`src/rtl/kf8259_common_pkg.sv`:
```
`default_nettype none
// ============================================================================
// Module   : kf8259_common_pkg
// Purpose  : Shared OCW2 command encoding and bit-vector helpers for KF8259.
// Revision : 1.0 - initial parametrised release
// ============================================================================
package kf8259_common_pkg;

  localparam int MAX_LEVELS = 32;
  localparam int MAX_LEVEL_W = 5;

  // OCW2 command field, bit order {R, SL, EOI}
  typedef enum logic [2:0] {
    OCW2_CLEAR_ROTATE_AEOI = 3'b000,
    OCW2_NON_SPECIFIC_EOI  = 3'b001,
    OCW2_NOP               = 3'b010,
    OCW2_SPECIFIC_EOI      = 3'b011,
    OCW2_SET_ROTATE_AEOI   = 3'b100,
    OCW2_ROTATE_NS_EOI     = 3'b101,
    OCW2_SET_PRIORITY      = 3'b110,
    OCW2_ROTATE_SPEC_EOI   = 3'b111
  } ocw2_cmd_e;

  // result[i] = value[(i + n) mod width]; width must be a power of two
  function automatic logic [MAX_LEVELS-1:0] rotate_right(
    input logic [MAX_LEVELS-1:0] value,
    input int                    width,
    input int                    n
  );
    logic [MAX_LEVELS-1:0] result;
    result = '0;
    for (int i = 0; i < MAX_LEVELS; i++) begin
      if (i < width) result[i] = value[(i + n) & (width - 1)];
    end
    return result;
  endfunction

  // result[(i + n) mod width] = value[i]; inverse of rotate_right
  function automatic logic [MAX_LEVELS-1:0] rotate_left(
    input logic [MAX_LEVELS-1:0] value,
    input int                    width,
    input int                    n
  );
    logic [MAX_LEVELS-1:0] result;
    result = '0;
    for (int i = 0; i < MAX_LEVELS; i++) begin
      if (i < width) result[(i + n) & (width - 1)] = value[i];
    end
    return result;
  endfunction

  function automatic logic [MAX_LEVEL_W-1:0] onehot_to_index(
    input logic [MAX_LEVELS-1:0] value
  );
    logic [MAX_LEVEL_W-1:0] index;
    index = '0;
    for (int i = 0; i < MAX_LEVELS; i++) begin
      if (value[i]) index = index | MAX_LEVEL_W'(i);
    end
    return index;
  endfunction

endpackage : kf8259_common_pkg
`default_nettype wire

```
`src/rtl/kf8259_priority_resolver.sv`:
```
`default_nettype none
// ============================================================================
// Module   : kf8259_priority_resolver
// Purpose  : Picks the highest-priority set bit of a request vector under a
//            rotating priority where priority_rotate names the lowest level.
// Revision : 1.0 - initial parametrised release
// ============================================================================
module kf8259_priority_resolver
  import kf8259_common_pkg::*;
#(
  parameter  int NUM_LEVELS = 8,
  localparam int LEVEL_W    = $clog2(NUM_LEVELS)
) (
  input  logic [NUM_LEVELS-1:0] request,
  input  logic [LEVEL_W-1:0]    priority_rotate,
  output logic [NUM_LEVELS-1:0] highest
);

  logic [NUM_LEVELS-1:0] w_rotated;
  logic [NUM_LEVELS-1:0] w_lowest;
  int                    w_shift;

  // After rotating, bit 0 holds the highest-ranked level
  assign w_shift   = int'(priority_rotate) + 1;
  assign w_rotated = NUM_LEVELS'(rotate_right(MAX_LEVELS'(request), NUM_LEVELS, w_shift));
  assign w_lowest  = w_rotated & (-w_rotated);
  assign highest   = NUM_LEVELS'(rotate_left(MAX_LEVELS'(w_lowest), NUM_LEVELS, w_shift));

endmodule : kf8259_priority_resolver
`default_nettype wire

```
`src/rtl/kf8259_in_service_ctrl.sv`:
```
`default_nettype none
// ============================================================================
// Module   : kf8259_in_service_ctrl
// Purpose  : In-service register, rotating priority pointer and OCW2/AEOI
//            end-of-interrupt handling for NUM_LEVELS interrupt levels.
// Revision : 1.0 - initial parametrised release
// ============================================================================
module kf8259_in_service_ctrl
  import kf8259_common_pkg::*;
#(
  parameter  int NUM_LEVELS = 8,
  localparam int LEVEL_W    = $clog2(NUM_LEVELS)
) (
  input  logic                  clock,
  input  logic                  reset,
  input  logic [NUM_LEVELS-1:0] interrupt,
  input  logic                  start_in_service,
  input  logic                  end_of_acknowledge_sequence,
  input  logic                  auto_eoi_mode,
  input  logic                  ocw2_write,
  input  logic [2:0]            ocw2_cmd,
  input  logic [LEVEL_W-1:0]    ocw2_level,
  output logic [NUM_LEVELS-1:0] in_service_register,
  output logic [NUM_LEVELS-1:0] highest_level_in_service,
  output logic [LEVEL_W-1:0]    priority_rotate,
  output logic                  rotate_in_auto_eoi,
  output logic                  eoi_error
);

  logic [NUM_LEVELS-1:0] r_isr;
  logic [NUM_LEVELS-1:0] r_last_acked;
  logic [LEVEL_W-1:0]    r_priority_rotate;
  logic                  r_rotate_in_auto_eoi;
  logic                  r_eoi_error;

  logic [NUM_LEVELS-1:0] w_highest;
  logic [NUM_LEVELS-1:0] w_level_onehot;
  logic [LEVEL_W-1:0]    w_highest_index;
  logic [LEVEL_W-1:0]    w_last_acked_index;
  ocw2_cmd_e             w_cmd;

  logic [NUM_LEVELS-1:0] w_ocw_clear;
  logic                  w_ocw_error;
  logic                  w_ocw_rotate;
  logic [LEVEL_W-1:0]    w_ocw_rotate_level;
  logic                  w_set_rotate_aeoi;
  logic                  w_clear_rotate_aeoi;

  logic                  w_aeoi_active;
  logic [NUM_LEVELS-1:0] w_aeoi_clear;
  logic                  w_aeoi_rotate;
  logic [NUM_LEVELS-1:0] w_set;
  logic [NUM_LEVELS-1:0] w_isr_next;

  kf8259_priority_resolver #(
    .NUM_LEVELS (NUM_LEVELS)
  ) u_isr_resolver (
    .request         (r_isr),
    .priority_rotate (r_priority_rotate),
    .highest         (w_highest)
  );

  assign w_cmd              = ocw2_cmd_e'(ocw2_cmd);
  assign w_level_onehot     = NUM_LEVELS'(1) << ocw2_level;
  assign w_highest_index    = LEVEL_W'(onehot_to_index(MAX_LEVELS'(w_highest)));
  assign w_last_acked_index = LEVEL_W'(onehot_to_index(MAX_LEVELS'(r_last_acked)));

  always_comb begin
    w_ocw_clear         = '0;
    w_ocw_error         = 1'b0;
    w_ocw_rotate        = 1'b0;
    w_ocw_rotate_level  = ocw2_level;
    w_set_rotate_aeoi   = 1'b0;
    w_clear_rotate_aeoi = 1'b0;
    if (ocw2_write) begin
      case (w_cmd)
        OCW2_NON_SPECIFIC_EOI: begin
          if (w_highest == '0) w_ocw_error = 1'b1;
          else                 w_ocw_clear = w_highest;
        end
        OCW2_SPECIFIC_EOI: begin
          if ((r_isr & w_level_onehot) == '0) w_ocw_error = 1'b1;
          else                                w_ocw_clear = w_level_onehot;
        end
        OCW2_ROTATE_NS_EOI: begin
          if (w_highest == '0) begin
            w_ocw_error = 1'b1;
          end else begin
            w_ocw_clear        = w_highest;
            w_ocw_rotate       = 1'b1;
            w_ocw_rotate_level = w_highest_index;
          end
        end
        OCW2_ROTATE_SPEC_EOI: begin
          if ((r_isr & w_level_onehot) == '0) begin
            w_ocw_error = 1'b1;
          end else begin
            w_ocw_clear  = w_level_onehot;
            w_ocw_rotate = 1'b1;
          end
        end
        OCW2_SET_PRIORITY:      w_ocw_rotate        = 1'b1;
        OCW2_SET_ROTATE_AEOI:   w_set_rotate_aeoi   = 1'b1;
        OCW2_CLEAR_ROTATE_AEOI: w_clear_rotate_aeoi = 1'b1;
        default: ;
      endcase
    end
  end

  // AEOI with nothing acknowledged yet is silently ignored
  assign w_aeoi_active = auto_eoi_mode && end_of_acknowledge_sequence && (r_last_acked != '0);
  assign w_aeoi_clear  = w_aeoi_active ? r_last_acked : '0;
  assign w_aeoi_rotate = w_aeoi_active && r_rotate_in_auto_eoi;

  // Clears come from the pre-edge ISR; a same-cycle set overrides a clear
  assign w_set      = start_in_service ? interrupt : '0;
  assign w_isr_next = (r_isr & ~(w_ocw_clear | w_aeoi_clear)) | w_set;

  always_ff @(posedge clock or posedge reset) begin
    if (reset) begin
      r_isr                <= '0;
      r_last_acked         <= '0;
      r_priority_rotate    <= LEVEL_W'(NUM_LEVELS - 1);
      r_rotate_in_auto_eoi <= 1'b0;
      r_eoi_error          <= 1'b0;
    end else begin
      r_isr       <= w_isr_next;
      r_eoi_error <= w_ocw_error;
      if (start_in_service) r_last_acked <= interrupt;
      if (w_ocw_rotate)       r_priority_rotate <= w_ocw_rotate_level;
      else if (w_aeoi_rotate) r_priority_rotate <= w_last_acked_index;
      if (w_set_rotate_aeoi)        r_rotate_in_auto_eoi <= 1'b1;
      else if (w_clear_rotate_aeoi) r_rotate_in_auto_eoi <= 1'b0;
    end
  end

  assign in_service_register      = r_isr;
  assign highest_level_in_service = w_highest;
  assign priority_rotate          = r_priority_rotate;
  assign rotate_in_auto_eoi       = r_rotate_in_auto_eoi;
  assign eoi_error                = r_eoi_error;

endmodule : kf8259_in_service_ctrl
`default_nettype wire

```
`config.mk`:
```
export PLATFORM = sky130hd
export DESIGN_NAME = kf8259_in_service_ctrl
export DESIGN_NICKNAME = d
export VERILOG_FILES = /design/src/rtl/kf8259_common_pkg.sv /design/src/rtl/kf8259_priority_resolver.sv /design/src/rtl/kf8259_in_service_ctrl.sv
export SDC_FILE = /design/constraint.sdc
export NUM_CORES = 1
export LEC_CHECK = 0
export ABC_AREA = 1
export BUFFER_PORTS_ARGS = -buffer_cell sky130_fd_sc_hd__buf_2
export CELL_PAD_IN_SITES_DETAIL_PLACEMENT = 1
export CELL_PAD_IN_SITES_GLOBAL_PLACEMENT = 2
export CORE_AREA = 5 5 103 105
export DETAILED_ROUTE_END_ITERATION = 8
export DIE_AREA = 0 0 108 110
export GPL_ROUTABILITY_DRIVEN = 0
export HOLD_SLACK_MARGIN = 0.03
export PLACE_DENSITY_LB_ADDON = 0.1
export SYNTH_ARGS = -nofsm -noshare
export SYNTH_HDL_FRONTEND = slang
export SYNTH_HIERARCHICAL = 1
export SYNTH_SLANG_ARGS = --single-unit
```
`constraint.sdc`:
```
create_clock -name clock -period 4 [get_ports clock]
set_input_delay 0.2 -clock clock [delete_from_list [all_inputs] [get_ports clock]]
set_output_delay 0.2 -clock clock [all_outputs]
set_load 0.005 [all_outputs]
```
## After elaboration in Yosys (flattened, before gate mapping)

Cells that the tools add are included.
Widths: inputs -> output; s select.

- Output and inout bits: 21
- Latch bits: 0
- RAM bits: 0
- Register bits: 21
- Memories: 0
- Input port bits: 20
- ROM bits: 0

- Equal/unequal tests: 6
- Magnitude comparators: 16
- Divide/modulo/power cells: 0
- Multiplexer cells: 78
- Shifts and indexed selects: 1
- Add/subtract/negate cells: 9
- Multipliers: 0
- Bitwise operators: 7
- Reduce and logical (&&, ||, !) cells: 19

Operator list:

| operator | count |
|---|---|
| $bwmux 32 | 7 |
| $lt 3x6->1 const B | 8 |
| $mux 8 | 5 |
| $mux 3 | 13 |
| $and 32x8->32 | 1 |
| $mux 1 | 30 |
| $and 8x8->8 | 3 |
| $bmux 1 s3 | 8 |
| $demux 1 s3 | 8 |
| $ge 3x1->1 const B | 8 |
| $logic_not 8->1 | 2 |
| $or 8x8->8 | 2 |
| $pmux 8 s2 | 1 |
| $add 3x3->3 const A | 4 |
| $eq 3x3->1 const B | 4 |
| $logic_and 1x1->1 | 11 |
| $mux 2 | 4 |
| $neg 8->8 | 1 |
| $not 8->8 | 1 |
| $reduce_bool 8->1 | 1 |
| $shl 1x3->8 const A | 1 |
| $add 2x3->3 const A | 2 |
| $reduce_bool 2->1 | 2 |
| $reduce_or 2->1 | 2 |
| other kinds (7) | 7 |

## Depth between registers and ports, before layout

Gate-level depths: netlist of run 1.

- Depth after elaboration: 25
- Depth in mapped cells: 31

## Hierarchy

The synthesis of run 1 kept the hierarchy.

By module, submodules not included:

| module | seq. area each (sq um) | times used | cells an instance | area an instance (sq um) |
|---|---|---|---|---|
| kf8259_priority_resolver | 0.0 | 1 | 316 | 1645.3 |
| kf8259_in_service_ctrl | 529.3 | 1 | 168 | 1248.7 |

## Worst setup path before layout of run 1

Ideal clock, no wire load.

- Kind: flip-flop to flip-flop
- From: register r_priority_rotate[0] (netlist: priority_rotate[0])
- To: register r_priority_rotate[2] (netlist: priority_rotate[2])
- Cell stages (with the launch flop): 28
- Buffers on the path: 3
- Library setup time: 0.076 ns
- Slack: 0.717 ns
- Arrival time: 3.207 ns
- Cells stage by stage: dfstp_2 buf_6 inv_8 buf_6 ha_1 buf_6 inv_4 nand2_2 nand2_2 nand2_1 nand2_2 nand2_2 nand2_4 nor2_8 nand2_1 inv_2 nand3_1 nand2_1 o21ai_1 nand3_1 nor2_1 nand4_1 nand2_1 nand3_2 nand2_4 nand2_2 nand3_1 nand2_1

- Elaborated cells between the ends (all ways): 87
- Classes of those cells: add/sub: 9; order compare: 16; mux: 50; bitwise: 2; reduce/logical: 10

RTL lines:

| element | line | RTL |
|---|---|---|
| from (decl) | kf8259_in_service_ctrl.sv:32 | `logic [LEVEL_W-1:0] r_priority_rotate;` |
| from (signal assigned) | kf8259_in_service_ctrl.sv:123 | `r_priority_rotate <= LEVEL_W'(NUM_LEVELS - 1);` |
| from (signal assigned) | kf8259_in_service_ctrl.sv:130 | `if (w_ocw_rotate) r_priority_rotate <= w_ocw_rotate_level;` |
| from (signal assigned) | kf8259_in_service_ctrl.sv:131 | `else if (w_aeoi_rotate) r_priority_rotate <= w_last_acked_index;` |
| $add 3x1->3 * | kf8259_priority_resolver.sv:24 | `assign w_shift = int'(priority_rotate) + 1;` |
| $add 2x3->3 (tied with other cells) | kf8259_common_pkg.sv:33, kf8259_common_pkg.sv:47 |  |
| $bmux 1 s3 (tied with other cells) | kf8259_common_pkg.sv:33 | `if (i < width) result[i] = value[(i + n) & (width - 1)];` |
| $mux 1 (implied by the code) (tied with other cells) | kf8259_common_pkg.sv:33 |  |
| $neg 8->8 (tied with other cells) | kf8259_priority_resolver.sv:26 | `assign w_lowest = w_rotated & (-w_rotated);` |
| $and 8x8->8 (tied with other cells) | kf8259_priority_resolver.sv:26 |  |
| $bwmux 32 (6 in series) | kf8259_common_pkg.sv:47 | `if (i < width) result[(i + n) & (width - 1)] = value[i];` |
| $bwmux 32 * | kf8259_common_pkg.sv:47 |  |
| net highest_level_in_service[3] | kf8259_in_service_ctrl.sv:24 | `output logic [NUM_LEVELS-1:0] highest_level_in_service,` |
| $logic_not 8->1 * | kf8259_in_service_ctrl.sv:86 | `if (w_highest == '0) begin` |
| $mux 1 or $mux 3 (tied branches) | kf8259_in_service_ctrl.sv:86 |  |
| $pmux 1 s3 or $mux 3 (tied branches) | kf8259_in_service_ctrl.sv:76 | `case (w_cmd)` |
| $mux 1 or $mux 3 (tied branches) | kf8259_in_service_ctrl.sv:75 | `if (ocw2_write) begin` |
| $mux 3 or $reduce_bool 2->1 (tied branches) | -- |  |

Mark *: on every way through the listed nets, which the timed path passes. The rest lies on a longest branch. The select of a mux whose other input is x is not followed.
A chain may end at the register's enable or synchronous reset.

## Final worst setup path of run 1

- From: register r_priority_rotate[0] (netlist: priority_rotate[0])
- To: register r_priority_rotate[0] (netlist: priority_rotate[0])

- Longest elaborated chain between the ends: 24
- Elaborated cells between the ends (all ways): 90
- Classes of those cells: add/sub: 9; order compare: 16; mux: 53; bitwise: 2; reduce/logical: 10

Ends and longest elaborated chain:

| element | line | RTL |
|---|---|---|
| $add 3x1->3 * | kf8259_priority_resolver.sv:24 |  |
| $add 2x3->3 (tied with other cells) | kf8259_common_pkg.sv:33, kf8259_common_pkg.sv:47 |  |
| $bmux 1 s3 (tied with other cells) | kf8259_common_pkg.sv:33 |  |
| $mux 1 (implied by the code) (tied with other cells) | kf8259_common_pkg.sv:33 |  |
| $neg 8->8 (tied with other cells) | kf8259_priority_resolver.sv:26 |  |
| $and 8x8->8 (tied with other cells) | kf8259_priority_resolver.sv:26 |  |
| $bwmux 32 (6 in series) | kf8259_common_pkg.sv:47 |  |
| $bwmux 32 * | kf8259_common_pkg.sv:47 |  |
| $mux 1 | kf8259_common_pkg.sv:58 | `if (value[i]) index = index \| MAX_LEVEL_W'(i);` |
| $mux 2 (2 in series) | kf8259_common_pkg.sv:58 |  |
| $mux 3 (4 in series) | kf8259_common_pkg.sv:58 |  |
| $mux 3 | kf8259_in_service_ctrl.sv:86 |  |
| $mux 3 | kf8259_in_service_ctrl.sv:76 |  |
| $mux 3 | kf8259_in_service_ctrl.sv:75 |  |
| $mux 3 | kf8259_in_service_ctrl.sv:130 |  |

Every way passes the cells marked *; elsewhere a longest branch is shown, timed or not. The select of a mux whose other input is x is not followed.

==> impl_metrics.json, run 1 <==
{
  "nNetsFinal": 551,
  "die_area_mm2": 0.0119,
  "ys_ff_latch": 21,
  "timing.clock.skew_ns": 0.00287,
  "die_w_um": 108,
  "r2r_cells": 24,
  "grt_use_met2": 0.374,
  "pre_cts_slack_ns": 0.201,
  "clock_latency_ns": 0.26,
  "hold_path_class": "primary input to asynchronous set/reset pin",
  "synth_largest_area_cell": "nand2_1",
  "critical_path.max_fanout": 18,
  "worst_tran_pin_value_ns": 0.817,
  "rrSetupSlack_ns": 0.32,
  "row_count": 36,
  "met3_usage": 0.0122,
  "timing.setup.tns_ns": 0,
  "fin_ws_ns": 0.323,
  "finalHoldViolations": 0,
  "layout_commonest_cell": "nand2_1",
  "path_class": "flip-flop to flip-flop",
  "grt_setup_unrepaired": "no",
  "grt_pass1_wl_um": 18400,
  "coreArea_mm2": 0.00955,
  "grt_max_degree": 22,
  "final_layout_size_suffix_gt1_frac": 0.228,
  "first_global_vias": 3397,
  "critPathCaptureType": "flip-flop",
  "post_synth.cell_area_avg_um2": 5.98,
  "routed_via_density": 4.99,
  "fmaxAchievable_mhz": 272,
  "via_count": 3293,
  "mappedNetlistArea_mm2": 0.00289,
  "final-setup-viol-count": 0,
  "worst_path_most_repeated_cell": "nand2_1",
  "ranking_of_synthesized_cells_by_area": "nand2_1 (22%), dfrtp_1 (16%), nand3_1 (8.5%)",
  "ys_warn_count": 6,
  "numClockSinks": 21,
  "drt_first_pass_iters": 4,
  "gr-max-usage-layer": "met2",
  "placement.io_buffers": 40,
  "h-tree-depth": 1,
  "placement.cell_area_mm2": 0.00322,
  "most-common-layout-cells": "nand2_1 (166), inv_1 (55), nand3_1 (47)",
  "global_route.usage.met1": 0.244,
  "route.detailed.drc": 0,
  "globalRouteOverflowTotal": 0,
  "drv_cap": 0,
  "postSynthCellCount": 484,
  "finalCriticalPeriod_ns": 3.68,
  "initial_core_util": 0.303,
  "critical_path_arrival_ns": 3.88,
  "detail-route-antenna-nets": 0,
  "netlist-cell-type-count": 40,
  "rr_startpoint": "priority_rotate[0]",
  "timing_max_transition_violations_final": 0,
  "dieHeight_um": 110,
  "tritoncts": "yes",
  "critical_path_s_slowest_cell": "dfstp_2",
  "period_share": 0.919,
  "clockRootBuffer": "clkbuf_8",
  "synthToLayoutAreaGrowth_pct": 14.7,
  "crit_path_cell_trace": "buf_12, ha_1, inv_1, nand2_2, nand2_8, ha_1, o21ai_0, nand3_2, buf_4, nor2_1, nor2_1, nand3_1, nand2_1, nand2_1, nand2_1, nand2_1, inv_1, nand4_1, nand3_1, nand2_1, o21a_1, nand2_2, nand2_1, inv_1",
  "critical_path.max_stage_delay_ns": 0.62,
  "initial_drt_markers": 116,
  "diodes": 0,
  "synth_fp_nets": 507,
  "maxSlewHeadroom": 0.455,
  "clk_pin_slew_worst_paths_ns": 0.08,
  "required_time_worst_endpoint_ns": 4.20,
  "worstReg2RegEnd": "priority_rotate[0]",
  "clock_tree.buffer_depth": 2,
  "cp-start-kind": "flip-flop",
  "final_core_util": 0.348,
  "synth_sequential_area_ratio": 0.183,
  "initial_antenna_violation_count": 0,
  "fin_area_mm2": 0.00332,
  "track_usage": 0.198,
  "drt-total-wl_um": 11400,
  "hpwl_um": 9480,
  "count_of_hold_buffers_inserted_by_post_cts_repair": 0,
  "num_io_pins": 41,
  "status": "completed",
  "yosys.area.top_type_share": 0.215,
  "cts_buffers": 3,
  "wirelength_per_cell_um": 17.2
}
==> layer usage <==
layer / vias to the layer above / wire length [µm]
met5: - / 0
met3: 13 / 218
met4: 0 / 218
met1: 1558 / 5110
li1: 1668 / -
met2: 54 / 5830
==> state kept, by name, indices dropped and copies added (netlist names) <==
signal	flops
eoi_error	1
r_last_acked	8
in_service_register	8
rotate_in_auto_eoi	1
priority_rotate	3
==> cell usage after synthesis, drive strengths merged <==
cell type	instances
nor2	43
clkbuf	1
o21bai	2
dfstp	3
nand3	56
o21ai	24
ha	3
nand2	201
or2	1
buf	6
nand3b	1
xor2	1
inv	65
nor3	3
mux2i	1
o22ai	3
a31oi	1
o21a	1
nand4	23
nor4	5
o221ai	6
dfrtp	18
a21oi	16
==> cells by family after synthesis <==
| group | after synthesis | synth area share |
|---|---|---|
| compound gates | 53 | 0.113 |
| xor+xnor | 1 | 0.00562 |
| fa+ha+maj | 3 | 0.0130 |
| buf+inv | 72 | 0.111 |
| flops | 21 | 0.183 |
| mux | 1 | 0.00346 |
| simple gates | 333 | 0.571 |
==> through the flow <==
step / hold slack (ns) / cells
after CTS: 0.115 / 658
final: 0.0855 / 660
after global routing: 0.171 / 660
after global placement: 0.396 / 654
after floorplan: 0.174 / 484
after detailed placement: 0.398 / 654
==> critical path, delay by kind of cell (launching register included) <==
kind | cells | cell delay, ns
simple gates | 15 | 1.45
fa+ha+maj | 2 | 0.55
buf+inv | 5 | 0.57
compound gates | 2 | 0.42
flops | 1 | 0.62
==> worst max path at each step <==
stage | start | end | slack (ns) | cells after the start
after CTS | priority_rotate[0] | priority_rotate[2] | 0.19 | 24
after floorplan | priority_rotate[0] | priority_rotate[2] | 0.72 | 27
after detailed placement | priority_rotate[0] | priority_rotate[2] | 0.20 | 24
after global routing | priority_rotate[0] | priority_rotate[2] | 0.004 | 26
final | priority_rotate[0] | priority_rotate[0] | 0.32 | 24
after global placement | priority_rotate[0] | priority_rotate[2] | 0.28 | 24
==> layout make-up <==
class / instances / area [µm²]
Inverter: 65 / 254
Multi-Input combinational cell: 391 / 2070
Fill cell: 1306 / 6230
Sequential cell: 21 / 529
Clock buffer: 4 / 45.0
Tap cell: 133 / 166
Timing Repair Buffer: 46 / 258
==> repair_timing <==
| item | in CTS | in global routing |
|---|---|---|
| setup endpoints to repair | 0 | 3 |
| buffers inserted | 0 | 2 |
| gates resized for setup | 0 | 8 |
Power of run 1 is not shown: default switching activity piles up to over one toggle a cycle in this logic, so the estimate is an artifact.
==> run 2, diff against run 1 <==
CORE_AREA = 5 5 100 102   (was 5 5 103 105)
DIE_AREA = 0 0 105 107   (was 0 0 108 110)
clock period = 4.67 ns   (was 4 ns; I/O delays follow)
==> run 2 against run 1 <==
Against the previous run: critical path depth decreased by 1; count of clock-buffer cells in the layout decreased by 1; global-route usage about the same; clock skew increased by 0.0015 ns; non-clock buffer count decreased by 5; routed wire length decreased by 1.9%; cell area decreased by 3.1%; setup slack improved by 0.40 ns; sequential share of layout area increased by 0.50 points; worst hold slack improved by 0.017 ns.
==> impl_metrics.json, run 2 (same netlist as run 1, synthesis figures left out) <==
{
  "maxSlewHeadroom": 0.474,
  "routed_via_density": 5.17,
  "rr_startpoint": "priority_rotate[0]",
  "row_count": 35,
  "critical_path_arrival_ns": 4.14,
  "synthToLayoutAreaGrowth_pct": 11.2,
  "critical_path.max_stage_delay_ns": 0.66,
  "timing.clock.skew_ns": 0.00433,
  "wirelength_per_cell_um": 17.6,
  "route.detailed.drc": 0,
  "initial_core_util": 0.321,
  "count_of_hold_buffers_inserted_by_post_cts_repair": 0,
  "dieHeight_um": 107,
  "hold_path_class": "primary input to asynchronous set/reset pin",
  "cpLargestDelayFamily": "simple AND/OR/NAND/NOR gates",
  "first_global_vias": 3437,
  "post_cts_resized": 0,
  "track_usage": 0.198,
  "worstReg2RegEnd": "priority_rotate[1]",
  "coreArea_mm2": 0.00902,
  "layout_commonest_cell": "nand2_1",
  "final-setup-viol-count": 0,
  "globalRouteOverflowTotal": 0,
  "period_share": 0.846,
  "critical_path.max_fanout": 17,
  "cp-start-kind": "flip-flop",
  "most-common-layout-cells": "nand2_1 (166), inv_1 (55), nand3_1 (49)",
  "via_count": 3275,
  "hpwl_um": 9310,
  "timing_max_transition_violations_final": 0,
  "finalCriticalPeriod_ns": 3.95,
  "final_layout_size_suffix_gt1_frac": 0.215,
  "tritoncts": "yes",
  "nNetsFinal": 546,
  "critPathCaptureType": "flip-flop",
  "r2r_cells": 23,
  "grt_max_degree": 22,
  "pre_cts_slack_ns": 0.718,
  "critical_path.n_buffers_inverters": 3,
  "required_time_worst_endpoint_ns": 4.86,
  "die_area_mm2": 0.0112,
  "detail-route-antenna-nets": 0,
  "die_w_um": 105,
  "grt_pass1_wl_um": 18100,
  "clk_pin_slew_worst_paths_ns": 0.08,
  "worst_tran_pin_value_ns": 0.788,
  "status": "completed",
  "fin_ws_ns": 0.719,
  "crit_path_cell_trace": "inv_8, ha_1, nand2_1, nand2_2, nand2_1, nand2_2, nand2_2, nand2_4, nor2_8, nand2_1, inv_2, nand3_1, nand2_1, o21ai_1, nand3_1, nor2_1, nand4_1, nand2_1, nand3_2, nand2_4, inv_2, nand2_1, nand3_1",
  "drv_cap": 0,
  "drt-total-wl_um": 11200,
  "initial_drt_markers": 115,
  "grt_setup_unrepaired": "no",
  "placement.cell_area_mm2": 0.00317,
  "num_io_pins": 41,
  "path_class": "flip-flop to flip-flop",
  "cts_setup_buffers": 0,
  "rrSetupSlack_ns": 0.72,
  "fmaxAchievable_mhz": 253,
  "h-tree-depth": 1,
  "clockRootBuffer": "clkbuf_8",
  "timing.setup.tns_ns": 0,
  "diodes": 0,
  "finalHoldViolations": 0,
  "cts_buffers": 3,
  "numClockSinks": 21,
  "drt_first_pass_iters": 4,
  "critical_path_s_slowest_cell": "dfstp_2",
  "worst_path_most_repeated_cell": "nand2_1",
  "clock_tree.buffer_depth": 2,
  "fin_area_mm2": 0.00322,
  "placement.io_buffers": 40,
  "initial_antenna_violation_count": 0,
  "clock_latency_ns": 0.26
}
==> run 2: final cells by class <==
type	instances	area (µm²)
inverters	65	254
well taps	111	139
multi-input cells	391	2040
fillers	1222	5800
flip-flops and latches	21	529
clock buffers	3	41.3
clock inverters	1	5.00
repair buffers	41	208
==> run 2: worst max-delay path by stage <==
stage                                   from            endpoint  slack (ns)  cells past startpoint
final                     priority_rotate[0]  priority_rotate[1]        0.72                     23
after global routing      priority_rotate[0]  priority_rotate[1]        0.33                     24
after CTS                 priority_rotate[0]  priority_rotate[1]        0.69                     23
after detailed placement  priority_rotate[0]  priority_rotate[1]        0.72                     23
after global placement    priority_rotate[0]  priority_rotate[1]        0.75                     23
after floorplan           priority_rotate[0]  priority_rotate[2]        1.39                     27
==> run 2: routing by layer <==
| layer | wire length, µm | GRT usage | vias to the layer above | share of wire |
|---|---|---|---|---|
| met3 | 304 | 0.0157 | 15 | 0.027 |
| li1 | - | - | 1655 | - |
| met4 | 226 | 0.0594 | 0 | 0.020 |
| met5 | 0 | 0 | - | 0 |
| met2 | 5780 | 0.375 | 67 | 0.52 |
| met1 | 4850 | 0.236 | 1538 | 0.43 |
==> run 2: worst register-to-register path: stages, from the launching register on <==
cell and delay (ns):
dfstp_2 0.66, inv_8 0.09, ha_1 0.58, nand2_1 0.34, nand2_2 0.22, nand2_1 0.09
nand2_2 0.09, nand2_2 0.07, nand2_4 0.15, nor2_8 0.08, nand2_1 0.09, inv_2 0.06
nand3_1 0.07, nand2_1 0.06, o21ai_1 0.14, nand3_1 0.22, nor2_1 0.19, nand4_1 0.16
nand2_1 0.11, nand3_2 0.11, nand2_4 0.11, inv_2 0.05, nand2_1 0.06, nand3_1 0.08
==> run 2: stage by stage <==
step	util	hold slack (ns)	cells
floorplan	-	0.208	484
global route	0.357	0.179	633
finish	0.357	0.102	633
global placement	0.352	0.426	629
detailed placement	0.352	0.419	629
CTS	0.357	0.132	633
Power of run 2 is left out for the same reason.
